### src/rtl/i2c_tmp_poller_pkg.sv
// Shared types for the temperature poller.
//   i2c_cmd_t    : command codes understood by the i2c master core
//   poll_state_t : sequencer states
//   RD_ACK/NACK  : ack bit sent by the master after a RD byte (m_din[0])
package i2c_pkg;

    typedef enum logic [2:0] {
        CMD_START   = 3'b000,
        CMD_WR      = 3'b001,
        CMD_RD      = 3'b010,
        CMD_STOP    = 3'b011,
        CMD_RESTART = 3'b100
    } i2c_cmd_t;

    typedef enum logic [2:0] {
        ST_IDLE,
        ST_ISSUE,
        ST_WAIT_BUSY,
        ST_WAIT_RDY,
        ST_FINISH
    } poll_state_t;

    localparam logic RD_ACK  = 1'b0;
    localparam logic RD_NACK = 1'b1;

    localparam logic [2:0] STEP_STOP = 3'd7;

endpackage

### src/rtl/i2c_tmp_poller_timer.sv
// Poll period counter.
//   clk, reset_n : clock / async active-low reset
//   en           : enables counting; low holds the count at zero
//   run          : count only while the sequencer is idle (frozen otherwise)
//   tick         : start request, high on the cycle the count wraps
module poll_timer #(
    parameter int PERIOD_CYC = 10_000_000
) (
    input  logic clk,
    input  logic reset_n,
    input  logic en,
    input  logic run,
    output logic tick
);

    localparam int CW = (PERIOD_CYC > 2) ? $clog2(PERIOD_CYC) : 1;
    localparam logic [CW-1:0] LAST = CW'(PERIOD_CYC - 1);

    logic [CW-1:0] cnt;

    assign tick = en && run && (cnt == LAST);

    always_ff @(posedge clk or negedge reset_n) begin
        if (!reset_n) begin
            cnt <= '0;
        end else if (!en) begin
            cnt <= '0;
        end else if (run) begin
            cnt <= tick ? '0 : cnt + CW'(1);
        end
    end

endmodule

### src/rtl/i2c_tmp_poller.sv
// Autonomous ADT7420 temperature poller driving the i2c master command port.
// Runs START / WR addr+W / WR reg / RESTART / WR addr+R / RD(ACK) / RD(NACK) /
// STOP either periodically (en) or on demand (trig) and publishes the result.
//   clk, reset_n      : clock / async active-low reset
//   en, trig          : periodic enable level / immediate read pulse
//   m_ready, m_done_tick, m_ack, m_dout : status from the i2c master
//   m_cmd, m_din, m_wr: registered command interface to the i2c master
//   temp, temp_valid  : last good {MSB,LSB} reading and its update pulse
//   err               : sticky address/register NACK flag
//   busy              : sequence in progress
module i2c_tmp_poller
    import i2c_pkg::*;
#(
    parameter int         PERIOD_CYC = 10_000_000,
    parameter logic [6:0] DEV_ADDR   = 7'h4B,
    parameter logic [7:0] REG_ADDR   = 8'h00
) (
    input  logic        clk,
    input  logic        reset_n,
    input  logic        en,
    input  logic        trig,
    input  logic        m_ready,
    input  logic        m_done_tick,
    input  logic        m_ack,
    input  logic [7:0]  m_dout,
    output logic [2:0]  m_cmd,
    output logic [7:0]  m_din,
    output logic        m_wr,
    output logic [15:0] temp,
    output logic        temp_valid,
    output logic        err,
    output logic        busy
);

    poll_state_t state, state_nxt;
    logic [2:0]  step, step_nxt;
    logic        issue;
    logic        abort, abort_now, wr_nack;
    logic [7:0]  msb, lsb;
    logic        tick;
    i2c_cmd_t    tbl_cmd;
    logic [7:0]  tbl_din;

    poll_timer #(.PERIOD_CYC(PERIOD_CYC)) u_timer (
        .clk     (clk),
        .reset_n (reset_n),
        .en      (en),
        .run     (state == ST_IDLE),
        .tick    (tick)
    );

    always_comb begin
        tbl_cmd = CMD_STOP;
        tbl_din = 8'h00;
        case (step)
            3'd0:    tbl_cmd = CMD_START;
            3'd1:    begin tbl_cmd = CMD_WR; tbl_din = {DEV_ADDR, 1'b0}; end
            3'd2:    begin tbl_cmd = CMD_WR; tbl_din = REG_ADDR; end
            3'd3:    tbl_cmd = CMD_RESTART;
            3'd4:    begin tbl_cmd = CMD_WR; tbl_din = {DEV_ADDR, 1'b1}; end
            3'd5:    begin tbl_cmd = CMD_RD; tbl_din = {7'd0, RD_ACK}; end
            3'd6:    begin tbl_cmd = CMD_RD; tbl_din = {7'd0, RD_NACK}; end
            default: tbl_cmd = CMD_STOP;
        endcase
    end

    // Only a NACK on a byte we transmitted aborts; the NACK on the last RD
    // is our own. Folding the same-cycle NACK in lets m_done_tick and the
    // return of m_ready coincide.
    assign wr_nack   = (state == ST_WAIT_RDY) && m_done_tick && m_ack && (tbl_cmd == CMD_WR);
    assign abort_now = abort || wr_nack;

    always_ff @(posedge clk or negedge reset_n) begin
        if (!reset_n) begin
            state <= ST_IDLE;
            step  <= 3'd0;
        end else begin
            state <= state_nxt;
            step  <= step_nxt;
        end
    end

    always_comb begin
        state_nxt = state;
        step_nxt  = step;
        issue     = 1'b0;
        case (state)
            ST_IDLE: begin
                if (trig || tick) begin
                    state_nxt = ST_ISSUE;
                    step_nxt  = 3'd0;
                end
            end
            ST_ISSUE: begin
                if (m_ready) begin
                    issue     = 1'b1;
                    state_nxt = ST_WAIT_BUSY;
                end
            end
            ST_WAIT_BUSY: begin
                if (!m_ready) state_nxt = ST_WAIT_RDY;
            end
            ST_WAIT_RDY: begin
                if (m_ready) begin
                    if (step == STEP_STOP) begin
                        state_nxt = ST_FINISH;
                    end else if (abort_now) begin
                        step_nxt  = STEP_STOP;
                        state_nxt = ST_ISSUE;
                    end else begin
                        step_nxt  = step + 3'd1;
                        state_nxt = ST_ISSUE;
                    end
                end
            end
            ST_FINISH: state_nxt = ST_IDLE;
            default:   state_nxt = ST_IDLE;
        endcase
    end

    always_ff @(posedge clk or negedge reset_n) begin
        if (!reset_n) begin
            m_wr       <= 1'b0;
            m_cmd      <= 3'd0;
            m_din      <= 8'h00;
            temp       <= 16'h0000;
            temp_valid <= 1'b0;
            err        <= 1'b0;
            abort      <= 1'b0;
            msb        <= 8'h00;
            lsb        <= 8'h00;
        end else begin
            m_wr       <= issue;
            temp_valid <= 1'b0;
            if (issue) begin
                m_cmd <= tbl_cmd;
                m_din <= tbl_din;
            end
            if (state == ST_WAIT_RDY && m_done_tick) begin
                if (step == 3'd5) msb <= m_dout;
                if (step == 3'd6) lsb <= m_dout;
                if (wr_nack)      abort <= 1'b1;
            end
            if (state == ST_FINISH) begin
                abort <= 1'b0;
                if (!abort) begin
                    temp       <= {msb, lsb};
                    temp_valid <= 1'b1;
                    err        <= 1'b0;
                end else begin
                    err <= 1'b1;
                end
            end
        end
    end

    assign busy = (state != ST_IDLE);

endmodule

### config.mk
export PLATFORM = sky130hd
export DESIGN_NAME = i2c_tmp_poller
export DESIGN_NICKNAME = d
export VERILOG_FILES = /design/src/rtl/i2c_tmp_poller_pkg.sv /design/src/rtl/i2c_tmp_poller_timer.sv /design/src/rtl/i2c_tmp_poller.sv
export SDC_FILE = /design/constraint.sdc
export NUM_CORES = 1
export LEC_CHECK = 0
export CORE_AREA = 2 2 148 106
export DETAILED_ROUTE_END_ITERATION = 16
export DIE_AREA = 0 0 150 108
export PLACE_DENSITY = 0.43
export SYNTH_ARGS = -nofsm -noshare
export SYNTH_HDL_FRONTEND = slang
export SYNTH_HIERARCHICAL = 1
export SYNTH_SLANG_ARGS = --single-unit
### constraint.sdc
create_clock -name clk -period 2.5 [get_ports clk]
set_clock_uncertainty 0.15 [all_clocks]
set_input_delay 0.75 -clock clk [delete_from_list [all_inputs] [get_ports clk]]
set_output_delay 0.75 -clock clk [all_outputs]
set_load 0.02 [all_outputs]
### Word-level counts from Yosys, hierarchy flattened

Index checks and enable logic that the tools add are counted.

* add/subtract/negate cells: 2
* eq/ne operators: 19
* multiplexer cells: 24
* bitwise logic cells: 1
* reductions and logical operators: 21

Operator list (count)
* two-way mux 24 bit: 3
* two-way mux 3 bit: 9
* adder 24 x 1 -> 24 bit, second input constant: 1
* == test 24 bit, second input constant: 1
* case mux 3 bit (4 select lines): 2
* case mux 8 bit (3 select lines): 1
* == test 3 bit, second input constant: 5
* == test 3 x 2 -> 1 bit, second input constant: 4
* != test 2 bit, second input constant: 5
* == test 3 x 1 -> 1 bit, second input constant: 3
* two-way mux 1 bit: 8
* AND reduction 2 bit: 4
* AND reduction 4 bit: 2
* zero test 3 bit: 2
* case mux 3 bit (2 select lines): 1
* nonzero test 2 bit: 3
* logical AND 1 bit: 5
* adder 3 x 1 -> 3 bit, second input constant: 1
* nonzero test 3 bit: 1
* OR reduction 3 bit: 1
* logical OR 1 bit: 2
* != test 2 x 1 -> 1 bit, second input constant: 1
* OR reduction 2 bit: 1
* inverter 1 bit: 1

* register bits after elaboration: 77
* output and inout port bits: 31
* word-level logic and storage cells: 79

### Longest topological paths before layout

* word-level depth: 10
* mapped depth: 9

### By module

Netlist, hierarchy kept.

By module, submodules not included
* i2c_tmp_poller: times used 1, cells an instance 158, area each 2153.3 um^2, sequential area each 1176.1 um^2
* poll_timer: times used 1, cells an instance 170, area each 1477.7 um^2, sequential area each 600.6 um^2

### Worst setup path before layout

No wires, ideal clock.

* kind: reg-to-reg
* from: register state[1]
* to: register u_timer.cnt[23]
* arrival time: 2.026 ns
* required time: 2.281 ns
* path slack: 0.255 ns
* stages on the path, launching flop included: 9
* buffers on the path: 2
* path through: dfrtp_1 > buf_2 > or3_2 > inv_1 > nand2_1 > a31oi_1 > buf_6 > or3b_1 > nand3_1

* longest elaborated chain between the ends: 6
* elaborated cells on any way between the ends: 7
* those cells by class: 1 x eq/ne; 3 x mux; 3 x reduce/logical

RTL lines
* start: declaration: line i2c_tmp_poller.sv:35 `poll_state_t state, state_nxt;`
* start signal: assignment: line i2c_tmp_poller.sv:78 `state <= state_nxt;`
* zero test 3 bit *: line i2c_tmp_poller.sv:48 `.run (state == ST_IDLE),`
* logical AND 1 bit (2 in series): line i2c_tmp_poller_timer.sv:21 `assign tick = en && run && (cnt == LAST);`
* two-way mux 24 bit: line i2c_tmp_poller_timer.sv:29 `cnt <= tick ? '0 : cnt + CW'(1);`
* two-way mux 24 bit: line i2c_tmp_poller_timer.sv:28 `end else if (run) begin`
* two-way mux 24 bit: line i2c_tmp_poller_timer.sv:26 `end else if (!en) begin`
* end signal: assignment: line i2c_tmp_poller_timer.sv:29
* end: declaration: line i2c_tmp_poller_timer.sv:19 `logic [CW-1:0] cnt;`

Mark *: on every way between the ends. The rest lies on a longest branch, timed or not. The select of a mux whose other input is x is not followed.
A chain may end at the register's enable or synchronous reset.

### Worst setup path in the final report

* from: register state[1]
* to: output port busy

* longest elaborated chain between the ends: 1

RTL lines
* nonzero test 3 bit: line i2c_tmp_poller.sv:157 `assign busy = (state != ST_IDLE);`
* end: declaration: line i2c_tmp_poller.sv:32 `output logic busy`

No other way between the ends.

==> metrics <==
Warnings, synthesis 6; diodes inserted 0; critical path required time about 1.6 ns; number of iterations in the first detailed-routing pass 4; global-route wire length before repair 13,700 um; Max Transition Viols Final 0; Post-Route Hold Slack 0.182 ns; largest fanout on the critical path 3; TritonCTS clock tree built; post-route insts no fill 583; category of the worst setup path capture point output pin; Syn-to-layout area delta 28.0%; Total Power 4.12 mW; drt wl/cell 14.1 um; normalized max-slew margin about 64%; commonest register cell after synthesis sky130_fd_sc_hd__dfrtp_1; sum of negative setup slack 0 ns; fraction of final layout cells with drive strength greater than 1 between 20% and 30%; Synth Instances 328; post-CTS sizing 2; Antenna Violating Nets Remaining 0; time the final worst path needs with I/O delays and setup 2.44 ns; synthesized area between 3000 and 4000 um2; Inserted Clock Buffers 9; global routing met2 resource utilization 15.9%; DRT Wirelength around 8200 um; Final Hold Viols 0; initial DRC count 176; peak clock frequency supported by timing 409 MHz; half-perimeter wire length after placement about 6000 um; DRC viols 0; pre-CTS setup slack 0.0694 ns; cell row count 37; transition time of the tightest slew-check pin 0.530 ns; per-instance average area after synthesis 11.1 um2; maximum buffer depth of the clock tree 2; critical path class reg2out; antenna violations before repair 0; setup slack of the critical path after layout 0.0559 ns; class of the most critical hold timing path in2async; Placeable Area about 15,000 um2; total power per unit cell area 886 nW/um2; VDD IR-drop max 0.330 mV; horizontal extent of the die roughly 150 um; pin count of the biggest net entering global routing 45; global routing usage summed across all routing layers 10.9%; sequential share of the synthesized area about half; die height 108 um; Post-CTS Setup Inserts 0; Tcrit/Tclk final 97.8%; count of maximum capacitance violations 0; number of ports placed on the die boundary 46; Layout fillers roughly 1,500; FF+latch count, synth 71; H-tree Lvls 3; met1 Use GR 15.3%; run status finished clean; Setup violations, final 0; setup repair after global routing missed its margin no; leakage power of the design 1.99 nW; most used routing layer met2; critical path launch point type register; clk root buf sky130_fd_sc_hd__clkbuf_16; proportion of register bits with asynchronous set or reset after synthesis 100%; count of buffers from port buffering 42; DR vias/cell 4.60; Final GP Congestion ~0.81; Starting Density 24.8%; met3 track demand over resource in global routing between 3 and 4%; floorplan die area around 16,000 um2; clock slew seen by the registers of the worst setup and hold paths roughly 0.06 ns; count of cell types in the netlist 59; via count of the first global-routing pass 2,620; count of vias placed by the detailed router 2,680; number of synthesized flops with an enable pin 0; arrival time at the worst endpoint 1.54 ns; worst reg2reg path depth 5; final net count between 400 and 500; total number of clock tree sinks between 70 and 80; Placed Cells between 500 and 600; total grt overflow 0; Skew-Pair Late Insertion Delay 0.34 ns; number of buffers added to fix hold violations after cts 0
[cell families (layout without fill, tap and decap cells)]
family / after synthesis / after routing / synth area share (%)
simple gates: 125 / 125 / 21.8
flops: 71 / 71 / 48.9
compound gates: 56 / 56 / 9.34
mux: 35 / 35 / 11.7
buf+inv: 30 / 88 / 5.00
fa+ha+maj: 7 / 7 / 2.41
xor+xnor: 3 / 3 / 0.724
other cells: 1 / 3 / 0.103
[cells in the final DEF, fill, tap and decap left out, types with 4 or more instances in the layout]
cell / n
sky130_fd_sc_hd__nand3_1: 16
sky130_fd_sc_hd__mux2_2: 24
sky130_fd_sc_hd__nand2b_1: 4
sky130_fd_sc_hd__clkbuf_16: 9
sky130_fd_sc_hd__dfrtp_1: 71
sky130_fd_sc_hd__nor2_1: 19
sky130_fd_sc_hd__ha_1: 7
sky130_fd_sc_hd__nand2_1: 23
sky130_fd_sc_hd__a21oi_1: 17
sky130_fd_sc_hd__o21ai_0: 9
sky130_fd_sc_hd__and3_1: 7
sky130_fd_sc_hd__buf_4: 16
sky130_fd_sc_hd__nand4_1: 9
sky130_fd_sc_hd__nor4_1: 4
sky130_fd_sc_hd__mux2_4: 9
sky130_fd_sc_hd__a31oi_1: 18
sky130_fd_sc_hd__inv_1: 11
sky130_fd_sc_hd__clkdlybuf4s50_1: 40
[sequential cells by signal (all words and copies together) (netlist names), 2 cells and up]
| name | cells |
|---|---|
| temp | 16 |
| m_cmd | 3 |
| state | 3 |
| m_din | 2 |
| u_timer/cnt | 24 |
| lsb | 8 |
| step | 3 |
| msb | 8 |
[final timing paths]
path	slack, ns	startpoint	to
setup / recovery	0.06	state[1]$_DFFE_PN0P_	busy
hold / removal	0.18	reset_n	u_timer/cnt[9]$_DFFE_PN0P_
setup reg to reg	0.30	u_timer/cnt[9]$_DFFE_PN0P_	u_timer/cnt[17]$_DFFE_PN0P_
hold reg to reg	0.35	msb[2]$_DFFE_PN0P_	temp[10]$_DFFE_PN0P_
max in group asynchronous	1.44	reset_n	msb[6]$_DFFE_PN0P_
min in group clk	0.35	msb[2]$_DFFE_PN0P_	temp[10]$_DFFE_PN0P_
[layer usage]
metal,up-vias,wire length [um]
met2,50,3630
met3,6,312
met4,0,91
met1,1322,4190
li1,1302,-
met5,-,0
[synth_stat cells, types with 6 or more instances]
| cell | instances | area [um2] |
|---|---|---|
| sky130_fd_sc_hd__a21oi_1 | 17 | 85.1 |
| sky130_fd_sc_hd__a31oi_1 | 19 | 119 |
| sky130_fd_sc_hd__and3_1 | 7 | 43.8 |
| sky130_fd_sc_hd__buf_4 | 6 | 45.0 |
| sky130_fd_sc_hd__dfrtp_1 | 71 | 1780 |
| sky130_fd_sc_hd__ha_1 | 7 | 87.6 |
| sky130_fd_sc_hd__inv_1 | 11 | 41.3 |
| sky130_fd_sc_hd__mux2_2 | 24 | 270 |
| sky130_fd_sc_hd__mux2_4 | 9 | 135 |
| sky130_fd_sc_hd__nand2_1 | 23 | 86.3 |
| sky130_fd_sc_hd__nand3_1 | 16 | 80.1 |
| sky130_fd_sc_hd__nand4_1 | 9 | 56.3 |
| sky130_fd_sc_hd__nor2_1 | 19 | 71.3 |
| sky130_fd_sc_hd__o21ai_0 | 9 | 45.0 |
[worst max-delay path, stage by stage, from the launching register on]
cell and delay, ns:
sky130_fd_sc_hd__dfrtp_1 0.37, sky130_fd_sc_hd__or3_2 0.52, sky130_fd_sc_hd__clkdlybuf4s15_1 0.31
[through the flow]
step,util (%),cell area [um2]
6_report,31.8,4650
5_1_grt,31.8,4650
4_1_cts,31.8,4650
3_5_place_dp,29.7,4340
3_3_place_gp,29.7,4340
2_1_floorplan,-,3640
[report_power, final]
| group | switching [mW] | leakage, nW | internal [mW] | total [mW] |
|---|---|---|---|---|
| combinational | 0.617 | 0.901 | 0.619 | 1.24 |
| clock | 0.529 | 0.140 | 0.784 | 1.31 |
| sequential | 0.184 | 0.949 | 1.39 | 1.57 |
[layout make-up]
cell class / instances / area, um2 / share of cell area, %
clock buffers: 9 / 225 / 4.84
clock inverters: 7 / 81.3 / 1.75
repair buffers: 60 / 591 / 12.7
multi-input cells: 229 / 1690 / 36.3
well taps: 195 / 244 / 5.25
inverters: 12 / 45.0 / 0.969
flip-flops and latches: 71 / 1780 / 38.2
(Power assumes the default switching activity.)
